[src/rtl/operand_fetch_unit.sv]
// operand_fetch_unit: fetches opcode and optional operand byte from program memory into IR/OR
module operand_fetch_unit #(
  parameter logic [1:0] IMM_PREFIX = 2'b11,
  parameter int         ADDR_W     = 8
) (
  input  logic              CLK,
  input  logic              RSTn,
  input  logic              start,
  input  logic              pc_load,
  input  logic [ADDR_W-1:0] pc_in,
  output logic [ADDR_W-1:0] mem_addr,
  output logic              mem_rd,
  input  logic              mem_ready,
  input  logic [7:0]        mem_data,
  output logic [7:0]        dataBusOut,
  output logic              L_IR,
  output logic              L_OR,
  output logic              busy,
  output logic              fetch_done,
  output logic              has_operand
);
  typedef enum logic [2:0] {IDLE, RD_OP, LD_OP, RD_IMM, LD_IMM, DONE} state_t;
  state_t            state_q, state_d;
  logic [ADDR_W-1:0] cnt_q, cnt_d;
  logic [7:0]        hold_q, hold_d;
  logic              has_q, has_d;
  logic              rd_q, ir_q, or_q, busy_q, done_q;
  assign mem_addr    = cnt_q;
  assign dataBusOut  = hold_q;
  assign mem_rd      = rd_q;
  assign L_IR        = ir_q;
  assign L_OR        = or_q;
  assign busy        = busy_q;
  assign fetch_done  = done_q;
  assign has_operand = has_q;
  // next state: a jump load in IDLE wins over start; each ready read captures a byte and bumps the counter
  always_comb begin
    state_d = state_q;
    cnt_d   = cnt_q;
    hold_d  = hold_q;
    has_d   = has_q;
    case (state_q)
      IDLE: begin
        if (pc_load) cnt_d = pc_in;
        else if (start) state_d = RD_OP;
      end
      RD_OP: if (mem_ready) begin
        hold_d  = mem_data;
        cnt_d   = cnt_q + ADDR_W'(1);
        has_d   = mem_data[7:6] == IMM_PREFIX;
        state_d = LD_OP;
      end
      LD_OP:  state_d = has_q ? RD_IMM : DONE;
      RD_IMM: if (mem_ready) begin
        hold_d  = mem_data;
        cnt_d   = cnt_q + ADDR_W'(1);
        state_d = LD_IMM;
      end
      LD_IMM:  state_d = DONE;
      DONE:    state_d = IDLE;
      default: state_d = IDLE;
    endcase
  end
  // state and registered outputs decoded from the state being entered, so strobes line up with their state
  always_ff @(posedge CLK or negedge RSTn) begin
    if (!RSTn) begin
      state_q <= IDLE;
      cnt_q   <= '0;
      hold_q  <= '0;
      has_q   <= 1'b0;
      rd_q    <= 1'b0;
      ir_q    <= 1'b0;
      or_q    <= 1'b0;
      busy_q  <= 1'b0;
      done_q  <= 1'b0;
    end else begin
      state_q <= state_d;
      cnt_q   <= cnt_d;
      hold_q  <= hold_d;
      has_q   <= has_d;
      rd_q    <= state_d == RD_OP || state_d == RD_IMM;
      ir_q    <= state_d == LD_OP;
      or_q    <= state_d == LD_IMM;
      busy_q  <= state_d != IDLE;
      done_q  <= state_d == DONE;
    end
  end
endmodule

[config.mk]
export PLATFORM = sky130hd
export DESIGN_NAME = operand_fetch_unit
export DESIGN_NICKNAME = d
export VERILOG_FILES = /design/src/rtl/operand_fetch_unit.sv
export SDC_FILE = /design/constraint.sdc
export NUM_CORES = 1
export LEC_CHECK = 0
export BUFFER_PORTS_ARGS = -buffer_cell sky130_fd_sc_hd__buf_2
export CAP_MARGIN = 40
export CORE_UTILIZATION = 45
export DETAILED_ROUTE_END_ITERATION = 10
export PLACE_DENSITY = 0.71
export SKIP_CTS_REPAIR_TIMING = 1
export SLEW_MARGIN = 10
export SYNTH_ARGS = -nofsm -noshare
export SYNTH_HDL_FRONTEND = slang
export SYNTH_SLANG_ARGS = --single-unit
[constraint.sdc]
create_clock -name CLK -period 3.4 [get_ports CLK]
set_input_delay 0.68 -clock CLK [delete_from_list [all_inputs] [get_ports CLK]]
set_output_delay 0.68 -clock CLK [all_outputs]
set_load 0.03 [all_outputs]
==> results of run 1 <==
==> state kept, by name, summed over array words and instances (netlist names) <==
signal,cells
L_IR,1
L_OR,1
busy,1
dataBusOut,8
fetch_done,1
has_operand,1
mem_addr,8
mem_rd,1
state_q,3
==> cell families (layout without fill, tap and decap cells) <==
group	Yosys count	in the layout	synth area share, %
AND/OR/NAND/NOR	30	30	14.13
adder cells (fa/ha/maj)	1	1	1.087
multiplexers	9	9	8.696
flip-flops	25	25	54.35
AO/OA/AOI/OAI	34	34	18.81
buffers and inverters	6	48	2.934
==> worst paths after layout <==
| kind | from | endpoint | slack, ps | cells past startpoint |
|---|---|---|---|---|
| worst max register to register | state_q[2]$_DFF_PN0_ | dataBusOut[2]$_DFFE_PN0P_ | 1720 | 4 |
| worst max-delay path | state_q[2]$_DFF_PN0_ | dataBusOut[2]$_DFFE_PN0P_ | 1720 | 4 |
| max in group asynchronous | RSTn | dataBusOut[5]$_DFFE_PN0P_ | 2710 | 1 |
| min in group CLK | dataBusOut[5]$_DFFE_PN0P_ | dataBusOut[5]$_DFFE_PN0P_ | 510 | 1 |
| worst min register to register | dataBusOut[5]$_DFFE_PN0P_ | dataBusOut[5]$_DFFE_PN0P_ | 510 | 1 |
| worst min-delay path | RSTn | mem_addr[5]$_DFFE_PN0P_ | 340 | 1 |
==> layout make-up <==
class | count | area, um^2 | area share, %
tap | 28 | 35.03 | 2.500
clock buffer | 3 | 22.52 | 1.607
multi-input combinational | 74 | 491.7 | 35.09
timing repair buffer | 43 | 217.7 | 15.54
inverter | 1 | 3.754 | 0.2679
clock inverter | 1 | 5.005 | 0.3571
sequential | 25 | 625.6 | 44.64
==> metrics by stage <==
stage / hold slack, ps / utilization (%)
floorplan: 384.4 / -
global placement: 482.9 / 59.26
detailed placement: 490.0 / 59.26
CTS: 341.0 / 60.44
global route: 359.3 / 60.44
finish: 335.5 / 60.44
==> power by group through the flow <==
stage / logic [mW] / clock network [mW] / registers (mW)
6_report: 0.801 / 0.125 / 0.551
4_1_cts: 0.809 / 0.135 / 0.552
2_1_floorplan: 0.396 / 0 / 0.768
5_1_grt: 0.877 / 0.143 / 0.572
3_3_place_gp: 0.793 / 0 / 0.552
3_5_place_dp: 0.807 / 0 / 0.558
==> per-layer routing <==
metal	vias up	track usage [%]	wire length, um	part of all wire [%]
met3	2	4.058	126	5.9
met5	-	0	0	0
li1	465	-	-	-
met1	422	23.22	1018	48
met2	30	27.22	971	46
met4	0	9.649	17	0.80
==> layout by cell type (no fill, tap or decap), types with 3 or more instances in the layout <==
cell type  netlist  layout
o21ai_0          9       9
dfrtp_1         25      25
nor2_1           3       3
and3_1           3       3
nand3_1          4       4
nand2_1          9       9
a2bb2oi_1        3       3
nand2b_1         3       3
clkbuf_4         0       3
mux2_2           8       8
o22ai_1          3       3
a21oi_1         11      11
buf_2            3      42
==> run metrics, run 1 <==
power per standard cell area=1054 nW/um^2; Design Power=1.477 mW; Cell Chain, Critical Path=nor2b_2, buf_4, nand2_1, mux2_2; clock root cell=clkbuf_4; share of layout cells above drive strength 1=around 40%; CTS tree=built; share of power burned in registers=37.3%; FFs w/ async S/R, synth=100.0%; Layout fillers=about 220; Slew Viols, Final=0; CTS H-tree depth=1; average cell area after synthesis=10.96 um^2; Worst Path Buf+Inv=1; CP required=3600 ps; design area=1401 um^2; vias per cell=5.251; Syn Std Cell Area=1151 um^2; GRT overflow=0; Post-synth EDFFs=0; clock share of power=about 8.5%; CP arrival=1890 ps; Logic pwr share=between 50% and 60%; Antenna Nets Post-Route=0; global-route wire length before repair=3484 um; CP delay by family, top=flip-flops; top cell type's share of synthesized area=54.35%; count leader, synth=dfrtp_1; IO buf count=42; total global-route track usage=about 18%; synth cell count leaders=dfrtp_1, a21oi_1, nand2_1, o21ai_0, mux2_2; Yosys reg bits=25; synth top area cells=dfrtp_1, mux2_2, a21oi_1; dominant cell type by area after synthesis=dfrtp_1; maximum vdd ir drop=0.0006501 V; synth warn=0; CTS max path bufs=2; die width=52.58 um; Final #Nets=170; placed cell count=~170; Int Pwr=0.7773 mW; Starting DRT DRC Count=13; Setup TNS=0 ps; Mapped Nets=127; setup violators final=0; I/O Pins=43; Pre-antenna DRT Iters=4; Setup Crit Path Kind=reg2reg; Area growth, synth to finish=21.74%; Routed WL=about 2100 um; Switching Share=47.38%; Die Area=roughly 2800 um^2; worst clock skew=4.224 ps; worst min path class=in2async; Critical Path End Type=flop; switching power=0.7000 mW; ANT cells=0; LEAKAGE=between 0.6 and 0.7 nW; outcome=complete, no violations; f_max=just under 0.6 GHz; largest net degree at the start of global routing=26; top_reg_cell synth=dfrtp_1; part of the Yosys area used for sequential elements=about 54%; Final GP Congestion=about 0.74; Std-Cell Rows=17; Post-DP HPWL=1566 um; Yosys cell types=30; final std cells w/o fill=175; die height=roughly 53 um; Synth Instances=105; Tmin final=about 1700 ps; Final Cycle Share=49.46%; CP Max Fanout=23; vias in the first global route=825; starting density of the core=49.65%; clock sink total=25; antenna violations before repair=0; final hold viol count=0; RSZ-0062 raised after global routing=no; Max stage delay on crit path=590 ps; Slew Limit Headroom=64.28%; clock latency on the worst-skew pair=310 ps; vias after detailed routing=919; setup slack after layout=1718 ps; Placed Area=between 1000 and 1500 um^2; Avg WL per Cell=about 12 um; max-cap violation count=0; worst slew pin tran=535.8 ps; nature of the critical path startpoint=flop; CORE AREA=approximately 2300 um^2; crit path max-delay cell type=dfrtp_1; CTS Buf Count=3; dpl ws=1556 ps; drc violations=0; clk slew on worst S/H paths=roughly 130 ps
No activity file was read; power rests on OpenSTA's default activity.
==> inputs of run 2 (changes only) <==
ABC_AREA = 1   (was not set)
PLACE_DENSITY = 0.7   (was 0.71)
clock period = 1.65 ns   (was 3.4 ns; I/O delays follow)
==> run 2 against run 1 <==
The flow now finishes with violations (hold timing). Sequential share of layout area is 3.1 points lower. Flip-flop and latch count stayed put. Maximum frequency is 22% higher. Final area is 7.6% higher. Largest cell class unchanged. Highest routed layer unchanged.
==> run metrics, run 2 <==
CP arrival=1600 ps; commonest cells after routing, fill and taps aside=nand2_1, buf_2, dfrtp_1, nand3_1, nor2_1; Final #Nets=233; CP required=1880 ps; die height=54.81 um; drc violations=0; top sig layer=met4; CTS tree=built; clock latency on the worst-skew pair=around 320 ps; IO buf count=42; fin util=59.24%; FFs w/ async S/R, synth=100.0%; Hold Slack=-27.20 ps; Critical Path End Type=flop; Worst Path Buf+Inv=3; failing checks=hold timing; total global-route track usage=20.99%; Setup Crit Path Kind=reg2reg; average cell area after synthesis=7.515 um^2; Yosys reg bits=25; crit path max-delay cell type=dfrtp_1; starting density of the core=approximately half; max-cap violation count=0; final hold viol count=25; routed wl met3=121 um; vias after detailed routing=1188; CTS Buf Count=3; synth warn=0; clock sink total=25; CORE AREA=approximately 2500 um^2; synth top area cells=dfrtp_1, nand2_1, nand3_1; count leader, synth=nand2_1; global-route wire length before repair=4505 um; top_reg_cell synth=dfrtp_1; maximum vdd ir drop=0.001151 V; f_max=approximately 0.73 GHz; ANT cells=0; Post-DP HPWL=2057 um; most common cell after layout, fill and taps aside=nand2_1; nature of the critical path startpoint=flop; metal2 WL=between 1000 and 1500 um; Slew Viols, Final=0; Starting DRT DRC Count=11; Antenna Nets Post-Route=0; Slew Limit Headroom=63.26%; Met1 Wirelength=about 1200 um; Yosys cell types=19; clk slew on worst S/H paths=130 ps; setup violators final=0; clock root cell=clkbuf_4; CP delay by family, top=simple AND/OR/NAND/NOR gates; Cell Chain, Critical Path=inv_2, nor2_4, buf_4, or2_2, nand2_1, nand2_1, nand2_1, inv_1; GRT overflow=0; Syn Std Cell Area=1255 um^2; Final GP Congestion=~0.76; Die Area=3004 um^2; Max stage delay on crit path=440 ps; worst min path class=in2async; placed cell count=236; vias per cell=4.950; I/O Pins=between 40 and 50; Routed WL=2641 um; worst clock skew=~3.3 ps; Avg WL per Cell=11.00 um; Synth Instances=167; CTS H-tree depth=1; synth cell count leaders=nand2_1, dfrtp_1, nand3_1; Post-synth EDFFs=0; outcome=finished with violations; Mapped Nets=189; Final Cycle Share=83.31%; Area growth, synth to finish=20.14%; Pre-antenna DRT Iters=4; part of the Yosys area used for sequential elements=49.85%; antenna violations before repair=0; Std-Cell Rows=18; top cell type's share of synthesized area=about half; LEAKAGE=about 0.89 nW; final std cells w/o fill=240; CTS max path bufs=2; worst slew pin tran=between 500 and 600 ps; vias in the first global route=about 1100; most used cell, CP=nand2_1; Tmin final=1375 ps; die width=roughly 55 um; dominant cell type by area after synthesis=dfrtp_1; RSZ-0062 raised after global routing=no; largest net degree at the start of global routing=26; share of layout cells above drive strength 1=25.71%; power per standard cell area=2106 nW/um^2; CP Max Fanout=22; Setup TNS=0 ps
[run 2: cell type report]
type / instances / area [um^2]
multi-input combinational: 117 / 521.8
timing repair buffer: 43 / 217.7
fill: 263 / 1037
tap: 30 / 37.54
inverter: 21 / 78.83
clock buffer: 4 / 26.28
sequential: 25 / 625.6
[run 2: cell families (layout without fill, tap and decap cells)]
family,Yosys count,in the layout,share of synthesized area (%)
simple gates,105,105,35.59
flops,25,25,49.85
buf+inv,25,68,8.574
compound gates,11,11,4.984
fa+ha+maj,1,1,0.9968
[run 2: worst reg2reg max path: stages (launching register included)]
cell and delay (ps):
dfrtp_1 440, inv_2 90, nor2_4 40, buf_4 210
or2_2 290, nand2_1 70, nand2_1 40, nand2_1 60
inv_1 40
[run 2: worst paths after layout]
kind,from,to,slack [ps],depth (start not counted)
min in group CLK,mem_data[1],dataBusOut[1]$_DFFE_PN0P_,240,3
max in group asynchronous,RSTn,dataBusOut[2]$_DFFE_PN0P_,1310,1
worst min register to register,dataBusOut[0]$_DFFE_PN0P_,dataBusOut[0]$_DFFE_PN0P_,490,2
worst max register to register,state_q[0]$_DFF_PN0_,mem_addr[5]$_DFFE_PN0P_,280,8
worst min-delay path,RSTn,mem_addr[0]$_DFFE_PN0P_,-30,1
worst max-delay path,state_q[0]$_DFF_PN0_,mem_addr[5]$_DFFE_PN0P_,280,8
[run 2: power by group]
group	total (mW)	internal (mW)	switching [mW]
combinational	1.79	0.535	1.26
clock	0.273	0.0946	0.178
sequential	1.11	0.892	0.218
[run 2: per-layer routing]
layer | up-vias | global-route usage, %
met5 | - | 0
met4 | 0 | 7.692
met3 | 4 | 2.778
met2 | 30 | 39.16
met1 | 552 | 23.79
li1 | 602 | -
[run 2: per-stage QoR]
stage | setup slack [ps] | instance area, um^2 | power [mW] | hold slack, ps
2_1_floorplan | 262.0 | 1255 | 2.470 | 34.41
4_1_cts | 263.4 | 1508 | 3.215 | -8.060
3_3_place_gp | 324.5 | 1481 | 2.890 | 348.6
5_1_grt | 121.8 | 1508 | 3.491 | 15.70
3_5_place_dp | 286.7 | 1481 | 2.936 | 361.3
6_report | 275.4 | 1508 | 3.175 | -27.20
==> inputs of run 3 (changes only) <==
CORE_UTILIZATION = 44   (was 45)
PLACE_DENSITY = 0.71   (was 0.7)
clock period = 1.1 ns   (was 1.65 ns; I/O delays follow)
==> run 3 against run 2 <==
Register-to-register slack worse by 410 ps. Utilization grew 12 points. Worst setup slack lost 450 ps. Clock power rose by 58%. Global-route usage decreased by 0.96 points. First-iteration DRC count rose to 6.5 times the previous value. Combinational power is 130% higher. Sequential power up 63%. The flow finishes with violations (setup timing). Critical endpoint is now mem_addr[1].
==> run metrics, run 3 (synthesis gave the netlist of run 2 again) <==
Std-Cell Rows=19; I/O Pins=43; Setup TNS=-2065 ps; Tmin final=1271 ps; Area growth, synth to finish=55.83%; Hold Slack=122.7 ps; Routed WL=3287 um; reg-to-reg startpoint=state_q[0]$_DFF_PN0_; nature of the critical path startpoint=flop; r2r setup slk=-130 ps; Int Pwr=around 3.3 mW; clock share of power=6.9%; CP Max Fanout=4; worst slew pin tran=between 300 and 400 ps; failing checks=setup timing; Final #Nets=257; CORE AREA=about 2700 um^2; clock sink total=25; Design Power=6.275 mW; dpl ws=-123.0 ps; Reg2Reg Capture Point=mem_addr[5]$_DFFE_PN0P_; LEAKAGE=approximately 1.1 nW; starting density of the core=a little under half; RSZ-0062 raised after global routing=yes; die height=55.41 um; antenna violations before repair=0; Slew Limit Headroom=roughly 80%; switching power=2.942 mW; Slew Viols, Final=0; Hold EP=dataBusOut[3]$_DFFE_PN0P_; Critical Path End Type=output pin; final hold viol count=0; largest net degree at the start of global routing=16; Antenna Nets Post-Route=0; Die Area=roughly 3000 um^2; GRT overflow=0; vias after detailed routing=about 1300; outcome=finished with violations; clk slew on worst S/H paths=150 ps; worst clock skew=3.930 ps; CTS Buf Count=3; hold depth=3; global-route wire length before repair=slightly below 5000 um; worst min path class=in2reg; drc violations=0; Logic pwr share=64.3%; IO buf count=42; vias per cell=4.974; Switching Share=46.88%; clock latency on the worst-skew pair=320 ps; max-cap violation count=0; power per standard cell area=3209 nW/um^2; Avg WL per Cell=12.40 um; f_max=0.7870 GHz; Final Cycle Share=115.5%; CTS tree=built; total global-route track usage=20.03%; vias in the first global route=1231; share of power burned in registers=28.8%; Post-DP HPWL=2323 um; most common cell after layout, fill and taps aside=nand2_1; clock root cell=clkbuf_4; hold path startpoint=mem_data[3]; Setup Crit Path Kind=reg2out; Starting DRT DRC Count=71; die width=between 50 and 60 um; Pre-antenna DRT Iters=4; setup slack after layout=-170.7 ps; CP required=880 ps; Final GP Congestion=about 0.84; fin util=71.53%; ANT cells=0; CP arrival=1050 ps; CTS H-tree depth=1; maximum vdd ir drop=between 0.002 and 0.0025 V; R2R depth=9; setup violators final=36; CTS max path bufs=2; share of layout cells above drive strength 1=a little over two fifths; commonest cells after routing, fill and taps aside=nand2_1, buf_6, buf_2, buf_4
[run 3: cell types whose count changed in the layout (fill, tap and decap cells not counted), moves of 3 or more]
cell     delta
buf_2      -22
o21ai_1     +5
nand3_1     -4
o21ai_0     -6
buf_4      +18
nand3_2     +3
buf_6      +25
dfrtp_2     +8
nor2_1      -3
dfrtp_1     -8
[run 3: worst max-delay path, cell delays in order, from the launching register on]
cell and delay [ps]:
dfrtp_2 470, buf_6 130, buf_6 130
[run 3: how the worst max path moves through the flow]
stage / startpoint / end / cells past startpoint
2_1_floorplan: mem_addr[1]$_DFFE_PN0P_ / mem_addr[4]$_DFFE_PN0P_ / 6
3_3_place_gp: state_q[2]$_DFF_PN0_ / mem_rd$_DFF_PN0_ / 6
3_5_place_dp: state_q[0]$_DFF_PN0_ / mem_addr[5]$_DFFE_PN0P_ / 8
4_1_cts: mem_addr[1]$_DFFE_PN0P_ / mem_addr[1] / 2
5_1_grt: state_q[0]$_DFF_PN0_ / mem_addr[3]$_DFFE_PN0P_ / 8
6_report: mem_addr[1]$_DFFE_PN0P_ / mem_addr[1] / 2
[run 3: power groups by stage]
stage	clock, mW	combinational [mW]	sequential [mW]
4_1_cts	0.447	3.14	1.70
5_1_grt	0.477	4.37	1.86
2_1_floorplan	0	1.38	2.43
3_3_place_gp	0	3.04	1.69
6_report	0.432	4.03	1.81
3_5_place_dp	0	3.13	1.71
[run 3: per-layer routing]
metal / wire, um / global-route usage, % / up-vias
li1: - / - / 651
met1: 1365 / 23.61 / 632
met5: 0 / 0 / -
met3: 105 / 3.044 / 4
met4: 31 / 7.500 / 0
met2: 1783 / 36.49 / 31
[run 3: through the flow]
stage                     instances  cell area [um^2]
final                           265              1956
after global routing            265              1956
after CTS                       254              1672
after detailed placement        250              1642
after global placement          250              1642
after floorplan                 167              1291
[run 3: final cells by class]
| class | count | area, um^2 |
|---|---|---|
| Multi-Input combinational cell | 117 | 595.6 |
| Clock inverter | 1 | 7.507 |
| Inverter | 21 | 81.33 |
| Tap cell | 31 | 38.79 |
| Clock buffer | 3 | 22.52 |
| Fill cell | 226 | 778.2 |
| Sequential cell | 25 | 635.6 |
| Timing Repair Buffer | 67 | 574.3 |
